### config.mk
export PLATFORM = sky130hd
export DESIGN_NAME = bcd_scheduler
export DESIGN_NICKNAME = d
export VERILOG_FILES = /design/src/rtl/bcd_scheduler.sv
export SDC_FILE = /design/constraint.sdc
export NUM_CORES = 1
export LEC_CHECK = 0
export CAP_MARGIN = 20
export CORE_AREA = 2 2 97 99
export DETAILED_ROUTE_END_ITERATION = 12
export DIE_AREA = 0 0 99 101
export HOLD_SLACK_MARGIN = 0.08
export PLACE_DENSITY = 0.85
export SETUP_SLACK_MARGIN = 0.3
export SYNTH_ARGS = -nofsm -noshare
export SYNTH_HDL_FRONTEND = slang
export SYNTH_SLANG_ARGS = --single-unit
export TNS_END_PERCENT = 5
### constraint.sdc
create_clock -name clk -period 7.26 [get_ports clk]
set_input_delay 1.452 -clock clk [delete_from_list [all_inputs] [get_ports clk]]
set_output_delay 1.452 -clock clk [all_outputs]
set_load 0.01 [all_outputs]
### src/rtl/bcd_scheduler.sv
// Round-robin front end that shares one counting binary-to-BCD converter
// between NUM_REQ requesters, with zero short-circuit and hang recovery.
module bcd_scheduler #(
  parameter int NUM_REQ = 4,
  parameter int ID_W    = 2,
  parameter int TIMEOUT = 65600
) (
  input  logic                   clk,
  input  logic                   reset,
  input  logic [NUM_REQ-1:0]     req,
  input  logic [16*NUM_REQ-1:0]  number_in,
  output logic [NUM_REQ-1:0]     done,
  output logic                   res_valid,
  output logic [ID_W-1:0]        res_id,
  output logic [19:0]            res_digits,
  output logic                   res_err,
  output logic                   bcd_load,
  output logic                   bcd_reset,
  output logic [15:0]            bcd_number,
  input  logic [3:0]             bcd_dig_5,
  input  logic [3:0]             bcd_dig_4,
  input  logic [3:0]             bcd_dig_3,
  input  logic [3:0]             bcd_dig_2,
  input  logic [3:0]             bcd_dig_1,
  input  logic                   bcd_ready,
  output logic [2:0]             state_dbg
);

  // Handshake: a requester raises req with a stable number_in slice and holds
  // both until its one-cycle done pulse; req seen high in the cycle after done
  // is a fresh request, and dropping req after the grant does not abort.

  localparam int TW = $clog2(TIMEOUT + 1);
  localparam logic [TW-1:0] TMAX = TW'(TIMEOUT - 1);

  typedef enum logic [2:0] {
    S_INIT    = 3'd0,
    S_IDLE    = 3'd1,
    S_LOAD    = 3'd2,
    S_BUSY    = 3'd3,
    S_RECOVER = 3'd4,
    S_DONE    = 3'd5
  } state_t;

  state_t            state;
  logic [ID_W-1:0]   rr;
  logic [ID_W-1:0]   id_q;
  logic [TW-1:0]     timer;
  logic              seen_low;

  logic [2*NUM_REQ-1:0] req_dbl;
  logic [ID_W:0]        gnt_sum;
  logic                 gnt_any;
  logic [ID_W-1:0]      gnt_id;
  logic [15:0]          gnt_num;

  assign state_dbg = state;

  // Rotate the request vector so bit 0 is the rr pointer's requester; the
  // lowest set bit of the rotated vector is the winner.
  always_comb begin
    req_dbl = {req, req} >> rr;
    gnt_sum = '0;
    gnt_any = 1'b0;
    gnt_id  = '0;
    gnt_num = '0;
    for (int k = 0; k < NUM_REQ; k++) begin
      if (!gnt_any && req_dbl[k]) begin
        gnt_any = 1'b1;
        gnt_sum = {1'b0, rr} + (ID_W+1)'(k);
        if (gnt_sum >= (ID_W+1)'(NUM_REQ))
          gnt_sum = gnt_sum - (ID_W+1)'(NUM_REQ);
        gnt_id = gnt_sum[ID_W-1:0];
      end
    end
    for (int i = 0; i < NUM_REQ; i++) begin
      if (gnt_id == ID_W'(i))
        gnt_num = number_in[i*16 +: 16];
    end
  end

  always_ff @(posedge clk or negedge reset) begin
    if (!reset) begin
      state      <= S_INIT;
      rr         <= '0;
      id_q       <= '0;
      timer      <= '0;
      seen_low   <= 1'b0;
      done       <= '0;
      res_valid  <= 1'b0;
      res_id     <= '0;
      res_digits <= '0;
      res_err    <= 1'b0;
      bcd_load   <= 1'b0;
      bcd_reset  <= 1'b1;
      bcd_number <= '0;
    end else begin
      done      <= '0;
      res_valid <= 1'b0;
      bcd_load  <= 1'b0;
      bcd_reset <= 1'b0;
      case (state)
        S_INIT: state <= S_IDLE;
        S_IDLE: begin
          if (bcd_ready && gnt_any) begin
            id_q <= gnt_id;
            if (gnt_num == 16'd0) begin
              // The converter cannot count down from zero; answer directly.
              state      <= S_DONE;
              res_valid  <= 1'b1;
              res_id     <= gnt_id;
              res_digits <= '0;
              res_err    <= 1'b0;
              done       <= NUM_REQ'(1) << gnt_id;
            end else begin
              state      <= S_LOAD;
              bcd_load   <= 1'b1;
              bcd_number <= gnt_num;
            end
          end
        end
        S_LOAD: begin
          timer    <= '0;
          seen_low <= 1'b0;
          state    <= S_BUSY;
        end
        S_BUSY: begin
          timer <= timer + 1'b1;
          if (!bcd_ready)
            seen_low <= 1'b1;
          // Ready is trusted only after it has been seen low at least once.
          if (bcd_ready && seen_low) begin
            state      <= S_DONE;
            bcd_number <= '0;
            res_valid  <= 1'b1;
            res_id     <= id_q;
            res_digits <= {bcd_dig_5, bcd_dig_4, bcd_dig_3, bcd_dig_2, bcd_dig_1};
            res_err    <= 1'b0;
            done       <= NUM_REQ'(1) << id_q;
          end else if (timer == TMAX) begin
            state      <= S_RECOVER;
            bcd_number <= '0;
            bcd_reset  <= 1'b1;
          end
        end
        S_RECOVER: begin
          state      <= S_DONE;
          res_valid  <= 1'b1;
          res_id     <= id_q;
          res_digits <= '0;
          res_err    <= 1'b1;
          done       <= NUM_REQ'(1) << id_q;
        end
        S_DONE: begin
          rr    <= (id_q == ID_W'(NUM_REQ - 1)) ? '0 : id_q + 1'b1;
          state <= S_IDLE;
        end
        default: state <= S_INIT;
      endcase
    end
  end

endmodule

== Word-level counts from Yosys, hierarchy flattened ==
Index checks and enable logic that the tools add are counted.

* Bits of input ports: 91
* Output and inout port bits: 49
* Register bits: 71

* Add/subtract/negate cells: 9
* Multiplexer cells: 56
* Magnitude comparators: 4
* Shift-type cells: 3
* Equality and inequality tests: 16
* Reductions and logical operators: 20

{| class="wikitable"
|+ Operators with widths
! operator !! count
|-
| 16-bit two-way mux || 8
|-
| 20-bit two-way mux || 3
|-
| 20-bit case mux with 3 select lines || 1
|-
| 17-bit case mux with 2 select lines || 1
|-
| 16-bit case mux with 2 select lines || 1
|-
| 2-bit two-way mux || 12
|-
| 17-bit by 1-bit adder with 17-bit output, second input constant || 1
|-
| 17-bit == test, second input constant || 1
|-
| 1-bit two-way mux || 17
|-
| 16-bit logical NOT || 1
|-
| 3-bit case mux with 5 select lines || 1
|-
| 3-bit two-way mux || 4
|-
| 4-bit two-way mux || 3
|-
| 4-bit case mux with 3 select lines || 1
|-
| 2-bit != test, second input constant || 5
|-
| 3-bit greater-or-equal comparator, second input constant || 3
|-
| 4-bit AND reduction || 2
|-
| 1-bit by 2-bit << shifter with 4-bit output, first input constant || 2
|-
| 8-bit by 2-bit right shift with 4-bit output || 1
|-
| 2-bit by 1-bit subtractor with 2-bit output, second input constant || 4
|-
| 2-bit by 2-bit adder with 3-bit output, second input constant || 2
|-
| 2-bit == test, second input constant || 3
|-
| 3-bit by 2-bit == test with 1-bit output, second input constant || 2
|-
| 3-bit == test, second input constant || 2
|-
| 17 further kinds || 27
|}

== Longest topological paths before layout ==
* Word-level depth: 20
* Depth in mapped cells: 13

== Worst setup path before layout ==
Ideal clock, no wire load.

* Kind: input-to-reg
* Start: in req[2]
* End: reg bcd_number[5]
* Required time: 7,180 ps
* Cell stages on the path: 12
* Slack: 3,464 ps
* Data arrival time: 3,716 ps
* Path through: mux2i_1 -> nor2_1 -> nor3_1 -> buf_2 -> buf_4 -> mux2i_1 -> mux2_2 -> nand4_1 -> or4_4 -> o22ai_4 -> buf_6 -> o2bb2ai_1

* Word-level cells in the longest chain between the ends: 19

{| class="wikitable"
|+ RTL lines
! item !! RTL line !! RTL
|-
| from (decl) || 10 || <nowiki>input logic [NUM_REQ-1:0] req,</nowiki>
|-
| 8-bit by 2-bit right shift with 4-bit output * || 62 || <nowiki>req_dbl = {req, req} >> rr;</nowiki>
|-
| 1-bit two-way mux || 68 || <nowiki>if (!gnt_any && req_dbl[k]) begin</nowiki>
|-
| 1-bit logical NOT || 68 ||
|-
| 1-bit logical AND || 68 ||
|-
| 1-bit two-way mux || 68 ||
|-
| 1-bit logical NOT || 68 ||
|-
| 1-bit logical AND || 68 ||
|-
| 1-bit two-way mux || 68 ||
|-
| 1-bit logical NOT || 68 ||
|-
| 1-bit logical AND || 68 ||
|-
| 2-bit two-way mux || 68 ||
|-
| 2-bit logical NOT || 77 || <nowiki>if (gnt_id == ID_W'(i))</nowiki>
|-
| 16-bit two-way mux (4 in series) || 77 ||
|-
| 16-bit logical NOT / 16-bit two-way mux (equally long branches) || 107 || <nowiki>if (gnt_num == 16'd0) begin</nowiki>
|-
| 2-bit != test (no line) / 16-bit two-way mux (equally long branches) || - ||
|-
| 4-bit AND reduction (no line) / 16-bit case mux with 2 select lines (equally long branches) || - ||
|-
| to (signal assigned) || 118 || <nowiki>bcd_number <= gnt_num;</nowiki>
|-
| to (decl) || 19 || <nowiki>output logic [15:0] bcd_number,</nowiki>
|}

Every way passes the cells marked *; elsewhere a longest branch is shown, timed or not. The select of a mux whose other input is x is not followed.
A chain may end at the register's enable or synchronous reset.

== Worst setup path after layout ==
* Start: in req[0]
* End: reg res_id[1]

* Word-level cells in the longest chain between the ends: 19

{| class="wikitable"
|+ RTL lines
! item !! RTL line !! RTL
|-
| 8-bit by 2-bit right shift with 4-bit output * || 62 ||
|-
| 1-bit two-way mux || 68 ||
|-
| 1-bit logical NOT || 68 ||
|-
| 1-bit logical AND || 68 ||
|-
| 1-bit two-way mux || 68 ||
|-
| 1-bit logical NOT || 68 ||
|-
| 1-bit logical AND || 68 ||
|-
| 1-bit two-way mux || 68 ||
|-
| 1-bit logical NOT || 68 ||
|-
| 1-bit logical AND || 68 ||
|-
| 2-bit two-way mux || 68 ||
|-
| 2-bit logical NOT || 77 ||
|-
| 16-bit two-way mux (4 in series) || 77 ||
|-
| 16-bit logical NOT || 107 ||
|-
| 2-bit != test (no line) || - ||
|-
| 4-bit AND reduction (no line) || - ||
|-
| to (signal assigned) || 111 || <nowiki>res_id <= gnt_id;</nowiki>
|-
| to (signal assigned) || 136 || <nowiki>res_id <= id_q;</nowiki>
|-
| to (signal assigned) || 149 || <nowiki>res_id <= id_q;</nowiki>
|-
| to (decl) || 14 || <nowiki>output logic [ID_W-1:0] res_id,</nowiki>
|}

Marked as above.

==> impl_metrics.json <==
{
  "worst_slew_pin_slew_ns": 1.06,
  "synthTopCellsByArea": "sky130_fd_sc_hd__dfrtp_1, sky130_fd_sc_hd__mux2i_1, sky130_fd_sc_hd__a22o_1",
  "rsz_0062_raised_after_global_routing": "no",
  "antenna_cells": 0,
  "hold_violations": 0,
  "cts_repair_resize_count": 0,
  "max-vdd-ir-drop_mv": 0.181,
  "crit-reg2reg-launch": "rr[1]",
  "synth_enable_flop_cells": 0,
  "cts_tree": "yes",
  "routed_wirelength_mm": 10.3,
  "timing.critical_path.to_type": "flip-flop",
  "share_of_the_synthesized_area_in_the_top_cell_type_pct": 46.2,
  "floorplan.initialDensity_pct": 42.2,
  "netlist_area_before_placement_sq_um": 3790,
  "synth_seq_area_share_pct": 46.9,
  "critical_path.startpoint": "req[0]",
  "syn-num-nets": 445,
  "cts.clk_slew.worst_paths_ns": 0.08,
  "clockPowerShare_pct": 18.1,
  "yosys.cell_count.top_type": "sky130_fd_sc_hd__dfrtp_1",
  "number_of_placement_rows": 35,
  "cts.sink_count": 71,
  "total_power_mw": 1.95,
  "synth-async-reset-ratio_pct": 100,
  "dpl-instance-area_sq_um": 5240,
  "outcome": "complete, no violations",
  "syn-instance-count": 349,
  "hold_depth": 1,
  "syn_area_per_cell_sq_um": 10.9,
  "buffer_ports.inserted": 139,
  "ctsHoldBuffers": 0,
  "gpl.final_weighted_congestion": 0.834,
  "finalSetupTns_ns": 0,
  "pin_count": 140,
  "dp_hpwl_mm": 7.45,
  "min-delay-path-class": "reg2reg",
  "grt_antenna_before_repair": 0,
  "cts-root-buf": "sky130_fd_sc_hd__clkbuf_8",
  "design.final.nets": 576,
  "groute.usage.overall_pct": 21.4,
  "swShare_pct": 37.3,
  "sort_of_element_at_the_start_of_the_critical_path": "input pin",
  "post-cts-setup-buffer-count": 0,
  "ant_nets": 0,
  "remaining_drc_errors": 0,
  "fp.dieArea_sq_um": 10000,
  "max_freq_mhz": 221,
  "finalWorstPathRequiredPeriod_ns": 4.52,
  "yosys_warning_count": 0,
  "ctsLongestPathBuffers": 2,
  "h-tree-depth": 3,
  "setup_violations": 0,
  "grt_max_degree": 72,
  "powerDensity_nw_per_um2": 357,
  "fraction_of_power_consumed_by_sequential_logic_pct": 34.5,
  "drive_above_1_share_pct": 9.90,
  "combinationalPowerShare_pct": 47.4,
  "finalCritPeriodShare_pct": 62.2,
  "placeableCoreArea_sq_um": 8980,
  "detail_route.first_pass.iterations": 5,
  "synthTopCellsByCount": "sky130_fd_sc_hd__dfrtp_1, sky130_fd_sc_hd__mux2i_1, sky130_fd_sc_hd__a22o_1, sky130_fd_sc_hd__nand2_1, sky130_fd_sc_hd__mux2_2",
  "path_depth_of_the_worst_reg2reg_path": 10,
  "floorplan.die.width_um": 99,
  "fin_area_sq_um": 5460,
  "die_height_um": 101,
  "clock_skew_ns": 0.00692,
  "yosysUniqueCellTypes": 44,
  "first_iter_violations": 226,
  "wl_per_instance_um": 17.2,
  "total_vias_in_the_final_route": 3324,
  "worst-endpoint-arrival_ns": 4.74,
  "cts_made_buffers": 9,
  "worst_hold_startpoint": "bcd_number[5]",
  "flow.area_growth_from_synthesis_pct": 44.1,
  "first_pass_grt_wire_length_mm": 16.9,
  "ys_ff_latch": 71,
  "worst-setup-path-type": "in2reg",
  "report.final.slew_viol_count": 0,
  "maxSlewHeadroom_pct": 29.2,
  "yosysTopAreaCell": "sky130_fd_sc_hd__dfrtp_1",
  "avgViaCountPerCell": 5.58,
  "worstPathRequired_ns": 7.49,
  "critical_path_peak_fanout": 35,
  "power.static_leakage_nw": 2.36,
  "p_int_mw": 1.22,
  "grt_remaining_overflow": 0,
  "worst_skew_pair.late_latency_ns": 0.34,
  "yosys_most_used_dff": "sky130_fd_sc_hd__dfrtp_1",
  "cap_violations": 0,
  "grt_pass1_vias": 3436,
  "switching_power_mw": 0.727
}
[area by class of cell]
cell class,count,area (sq um)
clock buffer,11,141
clock inverter,5,81.3
fill,701,3510
inverter,7,26.3
multi-input combinational,248,1880
sequential,71,1780
tap,111,139
timing repair buffer,143,1420
[stage by stage]
stage               std cells  hold slack (ns)  util (%)  worst slack [ns]
finish                    596            0.498      60.9              2.74
global route              596            0.521      60.9              2.49
CTS                       596            0.502      60.9              2.75
detailed placement        580            0.478      58.4              2.39
global placement          580            0.470      58.4              2.46
floorplan                 349            0.465         -              3.46
[power groups by stage]
| stage | registers [mW] | logic [mW] | clock network [mW] |
|---|---|---|---|
| floorplan | 0.669 | 0.542 | 0 |
| global placement | 0.670 | 0.899 | 0 |
| detailed placement | 0.671 | 0.927 | 0 |
| CTS | 0.670 | 0.930 | 0.363 |
| global route | 0.694 | 1.01 | 0.378 |
| finish | 0.672 | 0.923 | 0.354 |
[cell usage in the layout (no fill, tap or decap), types with 7 or more instances in the layout]
cell type,count
sky130_fd_sc_hd__a22o_1,34
sky130_fd_sc_hd__and3_1,7
sky130_fd_sc_hd__clkbuf_8,10
sky130_fd_sc_hd__clkdlybuf4s50_1,138
sky130_fd_sc_hd__dfrtp_1,70
sky130_fd_sc_hd__inv_1,7
sky130_fd_sc_hd__mux2_2,20
sky130_fd_sc_hd__mux2i_1,37
sky130_fd_sc_hd__nand2_1,29
sky130_fd_sc_hd__nand3_1,12
sky130_fd_sc_hd__nor2_1,10
sky130_fd_sc_hd__nor3_1,7
sky130_fd_sc_hd__o21ai_0,16
sky130_fd_sc_hd__o2bb2ai_1,16
[metal layers]
metal	part of all wire (%)	global-route usage, %	vias up
met5	0	0	-
met4	1.1	5.58	0
met3	6.7	5.96	11
met2	52	37.3	141
met1	40	26.3	1605
li1	-	-	1567
[worst max-delay path, stage by stage]
cell and delay, ns:
sky130_fd_sc_hd__clkdlybuf4s50_1 0.47, sky130_fd_sc_hd__mux2i_1 0.15, sky130_fd_sc_hd__nor2_1 0.08, sky130_fd_sc_hd__nor3_2 0.17, sky130_fd_sc_hd__buf_4 0.47, sky130_fd_sc_hd__mux2i_1 0.16, sky130_fd_sc_hd__mux2_2 0.29, sky130_fd_sc_hd__nand4_1 0.16
sky130_fd_sc_hd__nor4_2 0.10, sky130_fd_sc_hd__a21oi_2 0.80, sky130_fd_sc_hd__mux2_2 0.42
[sequential cells by signal, summed over array words and instances, names as in the netlist]
name and flops:
done 4, bcd_number 16, bcd_load 1, res_digits 20, bcd_reset 1, seen_low 1, timer 17, state_dbg 3
res_valid 1, id_q 2, res_err 1, rr 2, res_id 2
[worst paths after layout]
kind                       slack (ns)        endpoint
max                              2.74       res_id[1]
min                              0.50   bcd_number[5]
max reg2reg                      3.74       res_id[1]
min reg2reg                      0.50   bcd_number[5]
max in group asynchronous        5.40        bcd_load
min in group asynchronous        1.31  res_digits[13]
[cells by family after synthesis]
logic type / after synthesis / share of synthesized area, %
AO/OA/AOI/OAI: 96 / 19.8
adder cells (fa/ha/maj): 5 / 1.65
buffers and inverters: 30 / 3.73
flip-flops: 71 / 46.9
multiplexers: 58 / 16.0
AND/OR/NAND/NOR: 89 / 11.9
(Power assumes the default switching activity.)
